## src/rtl/lcd_host_if_if.sv

```systemverilog
// lcd_host_if_if: host, controller and frame-memory signals of lcd_host_if.
// cksum exists only when LCD_HOST_CKSUM_EN is defined.
interface lcd_host_if_if;
  logic up_valid;
  logic [3:0] up_cmd;
  logic up_ready;
  logic busy;
  logic done;
  logic [3:0] cmd;
  logic cmd_valid;
  logic IRAM_valid;
  logic [5:0] IRAM_A;
  logic [7:0] IRAM_D;
  logic [5:0] rd_addr;
  logic [7:0] rd_data;
  logic [6:0] wr_count;
  logic frame_done;
`ifdef LCD_HOST_CKSUM_EN
  logic [15:0] cksum;
`endif
  modport master (
    output up_valid, up_cmd, busy, done, IRAM_valid, IRAM_A, IRAM_D, rd_addr,
    input up_ready, cmd, cmd_valid, rd_data, wr_count, frame_done
`ifdef LCD_HOST_CKSUM_EN
    , input cksum
`endif
  );
  modport slave (
    input up_valid, up_cmd, busy, done, IRAM_valid, IRAM_A, IRAM_D, rd_addr,
    output up_ready, cmd, cmd_valid, rd_data, wr_count, frame_done
`ifdef LCD_HOST_CKSUM_EN
    , output cksum
`endif
  );
endinterface

```

## src/rtl/lcd_host_if.sv

```systemverilog
// lcd_host_if: queues host commands for an LCD controller and captures its pixel writes.
// Defining LCD_HOST_CKSUM_EN adds a 16-bit running pixel checksum.
module lcd_host_if #(
  parameter int FIFO_DEPTH = 4
) (
  input logic clk,
  input logic reset,
  lcd_host_if_if.slave bus
);
  localparam int AW = $clog2(FIFO_DEPTH);
  typedef enum logic [1:0] {LOAD, ISSUE, WAIT_DONE, FIN} state_t;
  state_t state;
  logic [3:0] q [FIFO_DEPTH];
  logic [7:0] mem [64];
  logic [AW-1:0] rd_ptr, wr_ptr;
  logic [AW:0] count;
  logic push, pop;
  // count reaches FIFO_DEPTH (a power of two) exactly when its top bit sets
  assign bus.up_ready = ~reset & ~count[AW] & (state == LOAD || state == ISSUE);
  assign push = bus.up_valid & bus.up_ready;
  assign pop = state == ISSUE && !bus.busy && count != '0;
  assign bus.rd_data = mem[bus.rd_addr];
  always_ff @(posedge clk) begin
    if (push) q[wr_ptr] <= bus.up_cmd;
    if (bus.IRAM_valid) mem[bus.IRAM_A] <= bus.IRAM_D;
  end
  always_ff @(posedge clk) begin
    if (reset) begin
      state <= LOAD;
      rd_ptr <= '0;
      wr_ptr <= '0;
      count <= '0;
      bus.cmd <= 4'hF;
      bus.cmd_valid <= 1'b0;
      bus.frame_done <= 1'b0;
      bus.wr_count <= '0;
    end else begin
      if (push) wr_ptr <= wr_ptr + 1'b1;
      if (pop) rd_ptr <= rd_ptr + 1'b1;
      count <= push && !pop ? count + 1'b1 : pop && !push ? count - 1'b1 : count;
      // idle code is F because the controller treats cmd==0 as Write regardless of cmd_valid
      bus.cmd <= pop ? q[rd_ptr] : 4'hF;
      bus.cmd_valid <= pop;
      bus.frame_done <= state == WAIT_DONE && bus.done;
      bus.wr_count <= bus.wr_count + 7'(bus.IRAM_valid && bus.wr_count != 7'd127);
      state <= state == LOAD && !bus.busy ? ISSUE :
               pop && q[rd_ptr] == 4'h0 ? WAIT_DONE :
               state == WAIT_DONE && bus.done ? FIN : state;
    end
  end
`ifdef LCD_HOST_CKSUM_EN
  always_ff @(posedge clk) begin
    if (reset) bus.cksum <= '0;
    else if (bus.IRAM_valid) bus.cksum <= bus.cksum + {8'h00, bus.IRAM_D};
  end
`endif
endmodule

```

## src/flat_wrapper.sv

```systemverilog
// flat-port wrapper written by rule: the top's interface ports become plain ports
module lcd_host_if_flat 
#(
  parameter int FIFO_DEPTH = 4
)
  (clk, reset, bus_up_valid, bus_up_cmd, bus_busy, bus_done, bus_IRAM_valid, bus_IRAM_A, bus_IRAM_D, bus_rd_addr, bus_up_ready, bus_cmd, bus_cmd_valid, bus_rd_data, bus_wr_count, bus_frame_done);
  lcd_host_if_if bus_i ();
  input logic clk;
  input logic reset;
  input wire logic [$bits(bus_i.up_valid)-1:0] bus_up_valid;
  input wire logic [$bits(bus_i.up_cmd)-1:0] bus_up_cmd;
  input wire logic [$bits(bus_i.busy)-1:0] bus_busy;
  input wire logic [$bits(bus_i.done)-1:0] bus_done;
  input wire logic [$bits(bus_i.IRAM_valid)-1:0] bus_IRAM_valid;
  input wire logic [$bits(bus_i.IRAM_A)-1:0] bus_IRAM_A;
  input wire logic [$bits(bus_i.IRAM_D)-1:0] bus_IRAM_D;
  input wire logic [$bits(bus_i.rd_addr)-1:0] bus_rd_addr;
  output wire logic [$bits(bus_i.up_ready)-1:0] bus_up_ready;
  output wire logic [$bits(bus_i.cmd)-1:0] bus_cmd;
  output wire logic [$bits(bus_i.cmd_valid)-1:0] bus_cmd_valid;
  output wire logic [$bits(bus_i.rd_data)-1:0] bus_rd_data;
  output wire logic [$bits(bus_i.wr_count)-1:0] bus_wr_count;
  output wire logic [$bits(bus_i.frame_done)-1:0] bus_frame_done;
  assign bus_i.up_valid = bus_up_valid;
  assign bus_i.up_cmd = bus_up_cmd;
  assign bus_i.busy = bus_busy;
  assign bus_i.done = bus_done;
  assign bus_i.IRAM_valid = bus_IRAM_valid;
  assign bus_i.IRAM_A = bus_IRAM_A;
  assign bus_i.IRAM_D = bus_IRAM_D;
  assign bus_i.rd_addr = bus_rd_addr;
  assign bus_up_ready = bus_i.up_ready;
  assign bus_cmd = bus_i.cmd;
  assign bus_cmd_valid = bus_i.cmd_valid;
  assign bus_rd_data = bus_i.rd_data;
  assign bus_wr_count = bus_i.wr_count;
  assign bus_frame_done = bus_i.frame_done;
  lcd_host_if #(.FIFO_DEPTH(FIFO_DEPTH)) u_core (.clk(clk), .reset(reset), .bus(bus_i));
endmodule
```

## config.mk

```make
export PLATFORM = sky130hd
export DESIGN_NAME = lcd_host_if_flat
export DESIGN_NICKNAME = d
export VERILOG_FILES = /design/src/rtl/lcd_host_if_if.sv /design/src/rtl/lcd_host_if.sv /design/src/flat_wrapper.sv
export SDC_FILE = /design/constraint.sdc
export NUM_CORES = 1
export LEC_CHECK = 0
export ABC_CLOCK_PERIOD_IN_PS = 7600
export CORE_ASPECT_RATIO = 0.6
export CORE_MARGIN = 1.5
export CORE_UTILIZATION = 35
export DETAILED_ROUTE_END_ITERATION = 6
export HOLD_SLACK_MARGIN = 0.12
export SLEW_MARGIN = 20
export SYNTH_ARGS = -nofsm -noshare
export SYNTH_HDL_FRONTEND = slang
export SYNTH_SLANG_ARGS = --single-unit
```

## constraint.sdc

```tcl
create_clock -name clk -period 7.6 [get_ports clk]
set_input_delay 1.52 -clock clk [delete_from_list [all_inputs] [get_ports clk]]
set_output_delay 1.52 -clock clk [all_outputs]
set_load 0.02 [all_outputs]
```

==> key figures <==
Critical path
  – Critical path arrival: 4770 ps
  – CP required: 6080 ps
  – Reg2Reg Setup Slack: 5070 ps
  – Cell mode on critical path: a211oi_1
  – CP max stage cell: buf_2
  – Critical Path Start Type: input port
  – Setup crit end kind: output port
  – CP Class: in2out
  – Cell family with most CP delay: buffers and inverters
  – WP buf/inv: 3
  – Crit-path cells: buf_2 -> buf_4 -> mux4_2 -> nor2b_1 -> a211oi_1 -> a211oi_1 -> a311o_1 -> clkdlybuf4s50_1
  – CP max FO: 34
  – Critical Path Max Stage Delay: 660 ps

Cells and area
  – Layout Nets: 1153
  – Design Area, Final: 24570 sq um
  – Inserted Diodes: 0
  – # fillers: 5367
  – Area Growth Syn to Fin: 14.02%
  – Fraction of layout cells with a size suffix above 1: 20.54%
  – Area of the multi-input gates: 4852 sq um
  – Register Area: 16340 sq um

Global routing
  – Largest net degree at the start of global routing: 65
  – Grt ovf: 0
  – Initial antenna violation count: 0
  – First-pass GRT wire length: 72.77 mm
  – Met2 usage: 21.12%
  – Met3 usage: 5.279%
  – Vias in the first global route: 10313
  – Gr usage total: 16.08%
  – Gr busiest metal: met1
  – M1 GR Usage: 25.47%

Routing
  – Iter 0 DRT Violations: 1282
  – First-pass iteration count of the detailed router: 7
  – Antenna violation net count after detailed routing: 0
  – Vias per cell: 5.318
  – Drt drc: 3
  – WL per Instance: 25.32 microns
  – Via count: 10541
  – Routed wire length: 50.19 mm

Clocking
  – CTS tree: yes
  – Clk sink count: 552
  – H-tree Lvls: 2
  – CTS buffer count: 52
  – Clock Pin Slew Worst Setup and Hold Paths: 60 ps
  – Setup repair bufs after CTS: 0
  – Clock Latency Late Sink: 590 ps
  – Maximum clock path buffer count: 3
  – PostCTS Resize Cnt: 0
  – Hold-fix buffers at CTS: 0
  – CTS Root Cell: clkbuf_16

Yosys
  – Register bit count reported by yosys: 552
  – Synthesized area per cell: 20.56 sq um
  – Synth warn: 0
  – Seq/Total Area, Yosys: 75.81%
  – FFs w/ async S/R, synth: 0%
  – Total nets after synthesis: 1086
  – Syn Inst Count: 1048
  – Post-Syn Area: 21550 sq um
  – Main synth FF type: edfxtp_1
  – Post-synthesis cell type count: 53
  – EDFF count, synth: 528
  – Synth area leaders: edfxtp_1 (74%), mux4_2 (13%), dfxtp_1 (2.2%), nor2_1 (1.6%), mux4_1 (1.5%)
  – Top-area cell type share of the netlist area: 73.58%
  – Synth area leader: edfxtp_1

Pwr
  – Leak: 7.572 nW
  – Maximum VDD drop: 156.0 uV
  – P per Cell Area: 257.8 nW/um^2

Run status
  – Outcome: finished with violations
  – Violated checks: design-rule violations

Floorplan
  – Die area: 63110 sq um
  – # IOs: 52
  – Starting Density: 35.40%
  – Die height: 195.2 microns
  – Core Region: 60870 sq um
  – Row count: 70
  – Die Wd: 323.3 microns

Flow run
  – Maxcap violations: 0

STA
  – Period utilisation layout: 82.82%
  – Max_slew headroom: 28.64%
  – Max Fclk: 158.9 MHz
  – Clock Skews: 4.480 ps
  – TNS Setup: 0 ps
  – Final setup violation count: 0
  – Hold Fails Final Rpt: 0
  – RSZ-0062 raised after global routing: no
  – Final slew viol count: 0
  – Final Critical Period: 6294 ps
  – Worst Tran Pin Value: 1066 ps

Placed design
  – Dpl cell area: 22900 sq um
  – Dpl hpwl: 31.22 mm
  – IO buf count: 51
  – Gpl congestion: 0.7735

Hold path
  – Worst min path class: reg2reg
## final timing paths
check / start / endpoint / cells past startpoint
hold reg to reg: u_core.bus.wr_count[6] / u_core.bus.wr_count[6] / 2
hold / removal: u_core.bus.wr_count[6] / u_core.bus.wr_count[6] / 2
setup / recovery: bus_rd_addr[2] / bus_rd_data[5] / 8
setup reg to reg: u_core.state[1] / u_core.count[2] / 8
## power by group
| group | internal, mW | switching (mW) | leakage (nW) |
|---|---|---|---|
| clock | 1.46 | 1.13 | 0.816 |
| sequential | 3.36 | 0.0133 | 4.95 |
| combinational | 0.139 | 0.226 | 1.81 |
| total | 4.96 | 1.37 | 7.57 |
## tightest hold or removal path, stage by stage (launching register included)
cell and delay, ps:
dfxtp_1 330, o21ai_0 70, a21oi_1 60
## cell families after synthesis
| logic type | Yosys count | share of synthesized area (%) |
|---|---|---|
| mux | 154 | 15.04 |
| fa+ha+maj | 8 | 0.4993 |
| xor+xnor | 8 | 0.3251 |
| compound gates | 75 | 2.526 |
| flops | 552 | 75.81 |
| buf+inv | 65 | 1.684 |
| simple gates | 186 | 4.117 |
## cell type report
class	instances	share of cell area (%)
clock buffers	62	5.449
flip-flops and latches	552	66.49
inverters	5	0.07639
well taps	828	4.217
clock inverters	31	1.334
repair buffers	73	2.689
multi-input cells	431	19.75
## stage by stage
| stage | std cells | hold WS, ps | utilization (%) | power, mW | worst slack [ps] |
|---|---|---|---|---|---|
| floorplan | 1048 | 461.7 | - | 3.644 | 2936 |
| global placement | 1889 | 485.2 | 37.62 | 3.797 | 1386 |
| detailed placement | 1889 | 497.9 | 37.62 | 3.805 | 1373 |
| CTS | 1982 | 504.6 | 40.36 | 6.383 | 1372 |
| global route | 1982 | 545.4 | 40.36 | 6.517 | 1199 |
| finish | 1982 | 505.5 | 40.36 | 6.334 | 1306 |
## layer usage
layer / wire length [microns] / up-vias / share of wire (%)
met5: 0 / - / 0
met4: 841 / 0 / 1.7
met3: 5121 / 65 / 10
met2: 20450 / 432 / 41
met1: 23780 / 5563 / 47
li1: - / 4481 / -
## flip-flops by register name, summed over array words and instances, names as in the netlist, named ones only
| name | flops |
|---|---|
| u_core.bus.cmd_valid | 1 |
| u_core.count | 3 |
| u_core.bus.frame_done | 1 |
| u_core.bus.cmd | 4 |
| u_core.q | 16 |
| u_core.wr_ptr | 2 |
| u_core.mem | 512 |
| u_core.state | 2 |
| u_core.bus.wr_count | 7 |
| u_core.rd_ptr | 2 |
## synth_stat cells, types with 2 or more instances
library cell,n
clkbuf_1,23
or3_1,9
mux4_2,120
buf_1,5
buf_6,7
nor3_1,5
edfxtp_1,528
or2_2,3
or3b_2,3
inv_1,5
o22ai_1,15
dfxtp_1,24
a311o_1,2
nor2_1,90
nand4_1,2
xor2_1,4
o221ai_1,10
buf_2,19
ha_1,7
nand3b_1,5
nand3_1,13
mux2i_1,20
or4_1,3
buf_4,4
xnor2_1,4
a211oi_1,5
a221oi_1,5
o21ai_1,7
nand2_1,20
mux2_2,2
a32o_1,5
nand2b_1,5
o21ai_0,7
a22oi_1,2
mux4_1,12
nor4_1,8
and2_1,2
a21oi_1,10
and3_1,4
nor2b_1,11
## cells in the final DEF, fill, tap and decap left out, types with 3 or more instances in the layout
master	instances
clkinv_1	11
clkinv_2	9
buf_2	8
nand3_1	13
xnor2_1	4
mux2i_1	20
nor3_1	5
o221ai_1	10
mux4_2	120
edfxtp_1	528
mux4_1	12
o21ai_1	7
nor2b_1	11
a32o_1	5
nor2_1	89
or2_2	3
or3b_2	3
nand3b_1	5
or3_1	9
clkbuf_1	10
xor2_1	4
ha_1	7
a221oi_1	5
nand2_1	20
buf_4	21
o22ai_1	15
inv_1	5
bufinv_16	6
nand2b_1	5
nor4_1	8
and3_1	4
clkdlybuf4s50_1	40
or4_1	3
dfxtp_1	24
a211oi_1	5
o21ai_0	7
a21oi_1	10
clkbuf_16	52
Note: power is estimated with default switching activity, not from simulation.
